<file path="src/rtl/branch_predictor_if.sv">
// Pipeline-facing bundle of the branch predictor: F/D lookup, M-stage training and status.
// The pipeline is the master; the predictor is the slave.
interface branch_predictor_if #(
   parameter int unsigned GHR_BITS = 6
);
   logic [31:0]         lookup_pc;
   logic                stallD;
   logic                flushD;
   logic                branchD;
   logic                pred_takeD;
   logic [GHR_BITS-1:0] ghr_snapD;
   logic                update_en;
   logic [31:0]         update_pc;
   logic [GHR_BITS-1:0] update_ghr;
   logic                update_taken;
   logic                update_mispred;
   logic                ready;
   logic [31:0]         stat_branches;
   logic [31:0]         stat_mispred;

   modport master (
      output lookup_pc, stallD, flushD, branchD,
      output update_en, update_pc, update_ghr, update_taken, update_mispred,
      input  pred_takeD, ghr_snapD, ready, stat_branches, stat_mispred
   );

   modport slave (
      input  lookup_pc, stallD, flushD, branchD,
      input  update_en, update_pc, update_ghr, update_taken, update_mispred,
      output pred_takeD, ghr_snapD, ready, stat_branches, stat_mispred
   );
endinterface

</file>
<file path="src/rtl/branch_predictor.sv">
// Bimodal / gshare branch direction predictor: PHT of 2-bit saturating counters walked to
// CTR_INIT after reset, registered D-stage prediction, speculative GHR with mispredict repair.
module branch_predictor #(
   parameter int unsigned ENTRIES  = 64,
   parameter int unsigned GHR_BITS = 6,
   parameter int unsigned MODE     = 1,
   parameter logic [1:0]  CTR_INIT = 2'b01
) (
   input logic clk,
   input logic rst,
   branch_predictor_if.slave bp
);
   localparam int unsigned IDX = $clog2(ENTRIES);

   typedef logic [IDX-1:0] idx_t;
   typedef enum logic {S_INIT, S_RUN} state_e;

   state_e              state_q;
   idx_t                walk_q;
   logic [GHR_BITS-1:0] ghr_q, ghr_d;
   logic                pred_q;
   logic [GHR_BITS-1:0] snap_q;
   logic [31:0]         branches_q, mispred_q;
   logic [1:0]          pht_q [ENTRIES];

   logic                run;
   idx_t                lookup_idx, update_idx;
   logic [1:0]          ctr_old, ctr_d;

   function automatic idx_t pht_index(input logic [31:0] pc, input logic [GHR_BITS-1:0] h);
      idx_t pc_idx;
      pc_idx = pc[IDX+1:2];
      if (MODE == 1) return pc_idx ^ idx_t'(h);
      return pc_idx;
   endfunction

   // Widening by one bit first keeps the shift legal for GHR_BITS == 1.
   function automatic logic [GHR_BITS-1:0] shift_in(input logic [GHR_BITS-1:0] h, input logic b);
      logic [GHR_BITS:0] t;
      t = {h, b};
      return t[GHR_BITS-1:0];
   endfunction

   assign run        = (state_q == S_RUN);
   assign lookup_idx = pht_index(bp.lookup_pc, ghr_q);
   assign update_idx = pht_index(bp.update_pc, bp.update_ghr);
   assign ctr_old    = pht_q[update_idx];

   always_comb begin
      // NOTE: every always_comb output gets a default first so no path can infer a latch.
      ctr_d = ctr_old;
      if (bp.update_taken) begin
         if (ctr_old != 2'd3) ctr_d = ctr_old + 2'd1;
      end else begin
         if (ctr_old != 2'd0) ctr_d = ctr_old - 2'd1;
      end
   end

   // Repair is evaluated last so it overrides a same-cycle speculative shift.
   always_comb begin
      ghr_d = ghr_q;
      if (MODE == 1 && run) begin
         if (bp.branchD && !bp.stallD && !bp.flushD) ghr_d = shift_in(ghr_q, pred_q);
         if (bp.update_en && bp.update_mispred)      ghr_d = shift_in(bp.update_ghr, bp.update_taken);
      end
   end

   // NOTE: sequential state uses non-blocking assignments so every register samples pre-edge values.
   always_ff @(posedge clk) begin
      if (!rst) begin
         state_q    <= S_INIT;
         walk_q     <= '0;
         ghr_q      <= '0;
         pred_q     <= 1'b0;
         snap_q     <= '0;
         branches_q <= '0;
         mispred_q  <= '0;
      end else begin
         ghr_q <= ghr_d;
         if (state_q == S_INIT) begin
            walk_q <= walk_q + idx_t'(1);
            if (walk_q == idx_t'(ENTRIES - 1)) state_q <= S_RUN;
         end
         if (bp.flushD) begin
            pred_q <= 1'b0;
            snap_q <= '0;
         end else if (!bp.stallD) begin
            pred_q <= run & pht_q[lookup_idx][1];
            snap_q <= ghr_q;
         end
         if (run && bp.update_en) begin
            branches_q <= branches_q + 32'd1;
            if (bp.update_mispred) mispred_q <= mispred_q + 32'd1;
         end
      end
   end

   // NOTE: the PHT has no reset term; the init walk rewrites every entry after reset instead.
   always_ff @(posedge clk) begin
      if (rst) begin
         if (state_q == S_INIT)  pht_q[walk_q]     <= CTR_INIT;
         else if (bp.update_en)  pht_q[update_idx] <= ctr_d;
      end
   end

   assign bp.pred_takeD    = pred_q;
   assign bp.ghr_snapD     = snap_q;
   assign bp.ready         = run;
   assign bp.stat_branches = branches_q;
   assign bp.stat_mispred  = mispred_q;

   logic unused_pc_bits;
   assign unused_pc_bits = ^{bp.lookup_pc[31:IDX+2], bp.lookup_pc[1:0],
                             bp.update_pc[31:IDX+2], bp.update_pc[1:0]};
endmodule

</file>
<file path="src/flat_wrapper.sv">
// flat-port wrapper written by rule: the top's interface ports become plain ports
module branch_predictor_flat 
#(
   parameter int unsigned ENTRIES  = 64,
   parameter int unsigned GHR_BITS = 6,
   parameter int unsigned MODE     = 1,
   parameter logic [1:0]  CTR_INIT = 2'b01
)
  (clk, rst, bp_lookup_pc, bp_stallD, bp_flushD, bp_branchD, bp_update_en, bp_update_pc, bp_update_ghr, bp_update_taken, bp_update_mispred, bp_pred_takeD, bp_ghr_snapD, bp_ready, bp_stat_branches, bp_stat_mispred);
  branch_predictor_if #(.GHR_BITS(GHR_BITS)) bp_i ();
  input logic clk;
  input logic rst;
  input wire logic [$bits(bp_i.lookup_pc)-1:0] bp_lookup_pc;
  input wire logic [$bits(bp_i.stallD)-1:0] bp_stallD;
  input wire logic [$bits(bp_i.flushD)-1:0] bp_flushD;
  input wire logic [$bits(bp_i.branchD)-1:0] bp_branchD;
  input wire logic [$bits(bp_i.update_en)-1:0] bp_update_en;
  input wire logic [$bits(bp_i.update_pc)-1:0] bp_update_pc;
  input wire logic [$bits(bp_i.update_ghr)-1:0] bp_update_ghr;
  input wire logic [$bits(bp_i.update_taken)-1:0] bp_update_taken;
  input wire logic [$bits(bp_i.update_mispred)-1:0] bp_update_mispred;
  output wire logic [$bits(bp_i.pred_takeD)-1:0] bp_pred_takeD;
  output wire logic [$bits(bp_i.ghr_snapD)-1:0] bp_ghr_snapD;
  output wire logic [$bits(bp_i.ready)-1:0] bp_ready;
  output wire logic [$bits(bp_i.stat_branches)-1:0] bp_stat_branches;
  output wire logic [$bits(bp_i.stat_mispred)-1:0] bp_stat_mispred;
  assign bp_i.lookup_pc = bp_lookup_pc;
  assign bp_i.stallD = bp_stallD;
  assign bp_i.flushD = bp_flushD;
  assign bp_i.branchD = bp_branchD;
  assign bp_i.update_en = bp_update_en;
  assign bp_i.update_pc = bp_update_pc;
  assign bp_i.update_ghr = bp_update_ghr;
  assign bp_i.update_taken = bp_update_taken;
  assign bp_i.update_mispred = bp_update_mispred;
  assign bp_pred_takeD = bp_i.pred_takeD;
  assign bp_ghr_snapD = bp_i.ghr_snapD;
  assign bp_ready = bp_i.ready;
  assign bp_stat_branches = bp_i.stat_branches;
  assign bp_stat_mispred = bp_i.stat_mispred;
  branch_predictor #(.ENTRIES(ENTRIES), .GHR_BITS(GHR_BITS), .MODE(MODE), .CTR_INIT(CTR_INIT)) u_core (.clk(clk), .rst(rst), .bp(bp_i));
endmodule
</file>
<file path="config.mk">
export PLATFORM = sky130hd
export DESIGN_NAME = branch_predictor_flat
export DESIGN_NICKNAME = d
export VERILOG_FILES = /design/src/rtl/branch_predictor_if.sv /design/src/rtl/branch_predictor.sv /design/src/flat_wrapper.sv
export SDC_FILE = /design/constraint.sdc
export NUM_CORES = 1
export LEC_CHECK = 0
export BUFFER_PORTS_ARGS = -buffer_cell sky130_fd_sc_hd__buf_2
export CAP_MARGIN = 30
export CORE_MARGIN = 5
export CORE_UTILIZATION = 30
export DETAILED_ROUTE_END_ITERATION = 6
export MAX_ROUTING_LAYER = met4
export SKIP_LAST_GASP = 1
export SYNTH_ARGS = -nofsm -noshare
export SYNTH_HDL_FRONTEND = slang
export SYNTH_SLANG_ARGS = --single-unit
</file>
<file path="constraint.sdc">
create_clock -name clk -period 6.55 [get_ports clk]
set_input_delay 1.31 -clock clk [delete_from_list [all_inputs] [get_ports clk]]
set_output_delay 1.31 -clock clk [all_outputs]
set_load 0.02 [all_outputs]
</file>
==> impl_metrics.ini, run 1 <==
[timing]
hold_viol_final = 0
tightest_slew_ns = 1.00
rsz0062_at_grt = no
finalClockSkew_ns = 0.00978
fmax_ghz = 0.225
relSlewSlack = 0.331
period_minus_slack_ns = 4.45
setup_viol = 0
setup_tns_ns = 0
slew_viol_final = 0
finalCritPeriodShare = 0.680
worst_hold_slack_ns = 0.491

[clocking]
clk_pin_slew_ns = 0.06
htree_num_levels = 1
cts_buffer_depth = 3
cts_tree = done
clk_latency_ns = 0.50
clock-sinks = 212
cts_root_buf = clkbuf_16
hold_buffers = 0
cts-resized-gates = 0
cts_buffers = 23
cts_setup_buffers = 0

[synthesis]
yosysUniqueCellTypes = 39
synth_nets = 859
syn-instance-count = 778
synth_area_um2 = 9780
synth.yosys.seq_area_share = 0.565
ys_warn_count = 0
yosys_register_bits = 212
syn_avg_cell_area_um2 = 12.6

[floorplanning]
core-area_um2 = 32400
dieWidth_um = 191
io-pin-count = 150
dieArea_um2 = 36300
num_rows = 66
start_util = 0.302
die_h_um = 191

[worst_setup_path]
crit_path_end_kind = register
reg2regPathDepth = 8
required_ns = 6.78
crit_type = input port to register
cp_max_fo = 24
crit_start = bp_update_ghr[0]
critPathArrivalTime_ns = 4.68
startpoint_type = input port
r2r_start = u_core.bp.ready

[pwr]
ir_drop_mv = 0.145
leakagePower_uw = 0.00442
cellPowerDensity_nw_per_um2 = 245
total_power_uw = 2830

[placement]
buffer_ports.inserted = 97
hpwl_mm = 16.5
place_congestion = 0.817

[worst_hold_path]
hp-class = register to register
worstHoldStart = u_core.bp.pred_takeD
holdPathStages = 2

[detailed_routing]
ant_nets = 0
drtIter0Drc = 453
drc_errors = 0
vias = 6521
drt_wl_total_mm = 23.3
via_per_inst = 4.86
met2_length_mm = 11.6
routed.top_layer = met4
drt_first_pass_iters = 4
drt-wirelength-per-cell_um = 17.4
wl_met1_mm = 10.1
wl_met3_mm = 1.23

[finish]
nFillCells = 3216
drive_above_1_share = 0.208
num_antenna_cells = 0
fin_util = 0.357
area_delta_synth_final_pct = 18.3
fin_nets = 965

[grt]
grt_max_degree = 49
gr-usage-all-layers = 0.128
grt_pass1_wl_mm = 36.4
grt_overflow = 0
grt_pass1_vias = 6533
antenna_found_initial = 0

[outcome]
status = finished, final reports clean

[job]
max-cap-violations = 0
## final cells by class
type	instances	area (um^2)	share of cell area
inverter	8	30.0	0.00260
sequential	212	5530	0.478
tap	442	553	0.0478
multi-input combinational	531	4140	0.358
timing repair buffer	108	568	0.0491
clock inverter	8	88.8	0.00768
clock buffer	33	653	0.0565
## kinds of logic after synthesis
| logic type | after synthesis | share of synthesized area |
|---|---|---|
| simple gates | 319 | 0.160 |
| flops | 212 | 0.565 |
| compound gates | 75 | 0.0516 |
| xor+xnor | 70 | 0.0643 |
| mux | 64 | 0.138 |
| buf+inv | 35 | 0.0165 |
| fa+ha+maj | 3 | 0.00384 |
## flip-flops by register name (all words and copies together) (netlist names)
name                     count
u_core.bp.ghr_snapD          6
u_core.bp.pred_takeD         1
u_core.bp.ready              1
u_core.bp.stat_branches     32
u_core.bp.stat_mispred      32
u_core.ghr_q                 6
u_core.pht_q               128
u_core.walk_q                6
## per-layer routing
metal,vias up,track usage
li1,3094,-
met1,3248,0.164
met2,152,0.217
met3,27,0.0181
met4,0,0.0307
met5,-,-
## cells in the final DEF (no fill, tap or decap), types with 10 or more instances in the layout
cell type	Yosys	routed
xor2_1	19	18
and2_1	57	57
mux4_2	36	36
and3_1	10	10
nand4_1	13	13
nand3_1	45	45
xnor2_1	49	49
o21ai_0	17	16
buf_2	3	97
or3_1	13	13
edfxtp_1	128	128
dfxtp_1	84	84
nor2_1	94	94
buf_4	1	11
mux4_1	16	16
clkbuf_16	0	23
nand2_1	58	58
a21boi_0	15	15
mux2i_1	11	11
a21oi_1	13	12
a22oi_1	16	16
## synth_stat cells
cell,number,share of area
or3_1,13,0.0083
buf_4,1,0.00077
and3_1,10,0.0064
nand2_1,58,0.022
a211oi_1,3,0.0023
o32a_1,1,0.0010
nand3b_1,2,0.0015
dfxtp_1,84,0.17
clkbuf_1,20,0.0077
xor2_2,2,0.0033
nand4_1,13,0.0083
a21boi_0,15,0.012
buf_2,3,0.0015
mux2_2,1,0.0012
o21ai_0,17,0.0087
o21a_1,1,0.00077
o32ai_1,1,0.00090
nor3_1,8,0.0041
nand2b_1,4,0.0026
or2_2,2,0.0013
nand3_1,45,0.023
o211a_1,6,0.0061
xor2_1,19,0.017
mux2i_1,11,0.011
mux4_1,16,0.043
ha_1,3,0.0038
nor2b_1,7,0.0045
mux4_2,36,0.083
or3b_2,1,0.00090
and4_1,5,0.0045
edfxtp_1,128,0.39
inv_1,8,0.0031
a21oi_1,13,0.0067
o22ai_1,2,0.0013
nor2_1,94,0.036
buf_6,3,0.0035
xnor2_1,49,0.044
and2_1,57,0.036
a22oi_1,16,0.012
## final timing paths
kind	to	slack (ns)
setup / recovery	u_core.pht_q[12][1]	2.10
hold / removal	u_core.bp.pred_takeD	0.49
setup reg to reg	u_core.bp.stat_branches[29]	3.68
hold reg to reg	u_core.bp.pred_takeD	0.49
## worst max-delay path, cell delays in order
cell and delay, ns:
buf_2 0.15, xor2_4 0.71, buf_4 0.36, mux4_1 0.57
a22oi_1 0.24, a21oi_1 0.10, a211oi_1 0.31, nor2_1 0.09
o21ai_0 0.30, a21oi_4 0.23, buf_4 0.28
## per-stage QoR
stage	cell area, um^2	setup WS [ns]	instances
floorplan	9780	0.149	778
global placement	10800	1.55	1301
detailed placement	10800	1.51	1301
CTS	11600	2.03	1342
global route	11600	1.75	1342
finish	11600	2.10	1342
## where the power goes
group / switching, uW / internal, uW / total, uW
combinational: 94.6 / 62.5 / 157
sequential: 2.99 / 1400 / 1400
clock: 501 / 768 / 1270
Note: power is estimated with default switching activity, not from simulation.
==> run 2, diff against run 1 <==
--- a/config.mk
+++ b/config.mk
@@ -5,6 +5,7 @@
 export SDC_FILE = /design/constraint.sdc
 export NUM_CORES = 1
 export LEC_CHECK = 0
+export ABC_AREA = 1
 export BUFFER_PORTS_ARGS = -buffer_cell sky130_fd_sc_hd__buf_2
 export CAP_MARGIN = 30
 export CORE_MARGIN = 5
==> constraint.sdc (replaced) <==
create_clock -name clk -period 3.6 [get_ports clk]
set_input_delay 0.72 -clock clk [delete_from_list [all_inputs] [get_ports clk]]
set_output_delay 0.72 -clock clk [all_outputs]
set_load 0.02 [all_outputs]
==> run 2 against run 1 <==
Compared with the run above:
- setup slack worse by 1.2 ns
- largest power group unchanged
- final cell count rose by 34%
- critical path type unchanged
- highest routed layer unchanged
- largest cell class unchanged
- area after synthesis grew 5.8%
==> impl_metrics.ini, run 2 <==
[outcome]
status = finished, final reports clean

[clocking]
hold_buffers = 0
clk_pin_slew_ns = 0.06
clk_latency_ns = 0.52
cts_setup_buffers = 0
cts_buffer_depth = 3
cts_tree = done
htree_num_levels = 1
cts-resized-gates = 0
clock-sinks = 212
cts_buffers = 24
cts_root_buf = clkbuf_16

[synthesis]
synth.largest_area_cell = edfxtp_1
synth_common_cells = nand2_1, nand3_1, nor2_1, edfxtp_1, dfxtp_1
yosysUniqueCellTypes = 46
synth_xor_xnor_area_share = 0.0277
synth_most_common_cell = nand2_1
synth_enable_flop_cells = 128
ys_top_cells_by_area = edfxtp_1, dfxtp_1, nand3_1, nand2_1, nor2_1
syn_avg_cell_area_um2 = 8.48
synth_nets = 1301
synth_area_um2 = 10300
synth_fa_ha_area_frac = 0.00363
ys_warn_count = 0
synth_compound_area_frac = 0.0577
synth_top_area_frac = 0.372
ys.flop_type = edfxtp_1
yosys_register_bits = 212
synthMuxAreaShare = 0
synth_top_family_by_area = simple AND/OR/NAND/NOR gates
synth.yosys.seq_area_share = 0.534
synth-simple-area-share = 0.325
ys_async_sr_fraction = 0
syn-instance-count = 1220

[detailed_routing]
ant_nets = 0
drt_wl_total_mm = 30.1
vias = 8996
drtIter0Drc = 816
drt-wirelength-per-cell_um = 16.7
drt_first_pass_iters = 5
drc_errors = 0
via_per_inst = 5.00

[job]
max-cap-violations = 0

[placement]
dpl_worst_slack_ns = 0.446
buffer_ports.inserted = 97
hpwl_mm = 19.8
place_congestion = 0.863
dpl_cell_area_um2 = 11500
dpl.cell_count = 1757

[timing]
worst_slack_ns = 0.926
hold_viol_final = 0
slew_viol_final = 0
rsz0062_at_grt = no
finalCritPeriodShare = 0.743
tightest_slew_ns = 0.699
period_minus_slack_ns = 2.67
relSlewSlack = 0.533
fmax_ghz = 0.374
setup_viol = 0
setup_tns_ns = 0
finalClockSkew_ns = 0.0228

[finish]
final_cell_mix = nand2_1, nand3_1, nor2_1, edfxtp_1, buf_2
final_common_cell = nand2_1
drive_above_1_share = 0.147
area_delta_synth_final_pct = 18.2
num_antenna_cells = 0
final_cell_area_um2 = 12200
fin_nets = 1409
largest_register_ffs = 128
layout.cells.non_filler = 1801
nFillCells = 3531
top_register = u_core.pht_q

[floorplanning]
io-pin-count = 150
start_util = 0.302
dieArea_um2 = 38300
dieWidth_um = 196
core-area_um2 = 34300
num_rows = 68
die_h_um = 196

[worst_setup_path]
worst_path_largest_cell_delay_ns = 0.53
slowest_stage = buf_4
cp_cell_sequence = buf_2 > inv_1 > nand2_2 > nand2_2 > buf_12 > nand2_1 > nand3_1 > nand3_1 > nand3_1 > nand3_1 > nand3_1 > nand2_1 > a21oi_1 > nand2_1 > buf_4
r2r_slack_ns = 1.19
r2r_end = u_core.pht_q[61][1]
cp_max_fo = 64
path_delay_family = simple AND/OR/NAND/NOR gates
cp_common_cell = nand3_1
r2r_start = u_core.bp.ready
required_ns = 3.81
crit_path_end_kind = register
reg2regPathDepth = 6
startpoint_type = input port
critPathArrivalTime_ns = 2.88
cp_num_buf_inv = 4
crit_type = input port to register

[worst_hold_path]
holdPathEnd = u_core.bp.ghr_snapD[4]
hp-class = register to register
holdPathStages = 2
worstHoldStart = u_core.bp.ghr_snapD[4]

[grt]
grt_overflow = 0
grt_pass1_wl_mm = 47.0
antenna_found_initial = 0
gr-usage-all-layers = 0.156
grt_pass1_vias = 8717
grt_max_degree = 65

[pwr]
cellPowerDensity_nw_per_um2 = 437
ir_drop_mv = 0.284
leakagePower_uw = 0.00463
[run 2: worst max-delay path by stage]
stage,startpoint,endpoint,slack [ns],depth (start not counted)
6_report,bp_update_pc[2],u_core.pht_q[13][0],0.93,15
5_1_grt,bp_update_pc[2],u_core.pht_q[10][0],0.75,15
4_1_cts,bp_update_pc[2],u_core.pht_q[10][0],0.97,15
3_5_place_dp,bp_update_pc[2],u_core.pht_q[13][0],0.45,15
3_3_place_gp,bp_update_pc[2],u_core.pht_q[19][0],0.44,15
2_1_floorplan,bp_update_pc[2],u_core.pht_q[0][1],0.41,14
[run 2: stage by stage]
stage / hold slack [ns] / util / total power [uW]
6_report: 0.466 / 0.356 / 5340
5_1_grt: 0.484 / 0.356 / 5550
4_1_cts: 0.467 / 0.356 / 5400
3_5_place_dp: 0.453 / 0.335 / 3060
3_3_place_gp: 0.452 / 0.335 / 3060
2_1_floorplan: 0.452 / - / 2880
[run 2: layer usage]
| metal | wire length, um | vias to the layer above | GRT usage |
|---|---|---|---|
| met2 | 14000 | 276 | 0.247 |
| met3 | 1790 | 55 | 0.0189 |
| met1 | 13600 | 4281 | 0.210 |
| li1 | - | 4384 | - |
| met4 | 694 | 0 | 0.0486 |
| met5 | 0 | - | - |
[run 2: worst min-delay path, cell delays in order, from the launching register on]
cell and delay, ns:
dfxtp_1 0.31, nand2_1 0.06, a21oi_1 0.05
[run 2: kinds of logic (layout without fill, tap and decap cells)]
family | after synthesis | in the layout
simple gates | 736 | 736
compound gates | 108 | 108
fa+ha+maj | 3 | 3
buf+inv | 133 | 259
xor+xnor | 28 | 28
flops | 212 | 212
[run 2: area by class of cell]
cell class	instances	area [um^2]	area share
Tap cell	455	569	0.0466
Inverter	94	353	0.0289
Sequential cell	212	5530	0.452
Clock buffer	38	726	0.0594
Multi-Input combinational cell	875	4300	0.352
Timing Repair Buffer	121	728	0.0596
Clock inverter	6	22.5	0.00184
[run 2: power by group]
group,leakage [uW],internal [uW],switching (uW)
Clock,0.000362,1370,954
Sequential,0.00206,2550,4.08
Combinational,0.00221,143,315
Total,0.00463,4070,1270
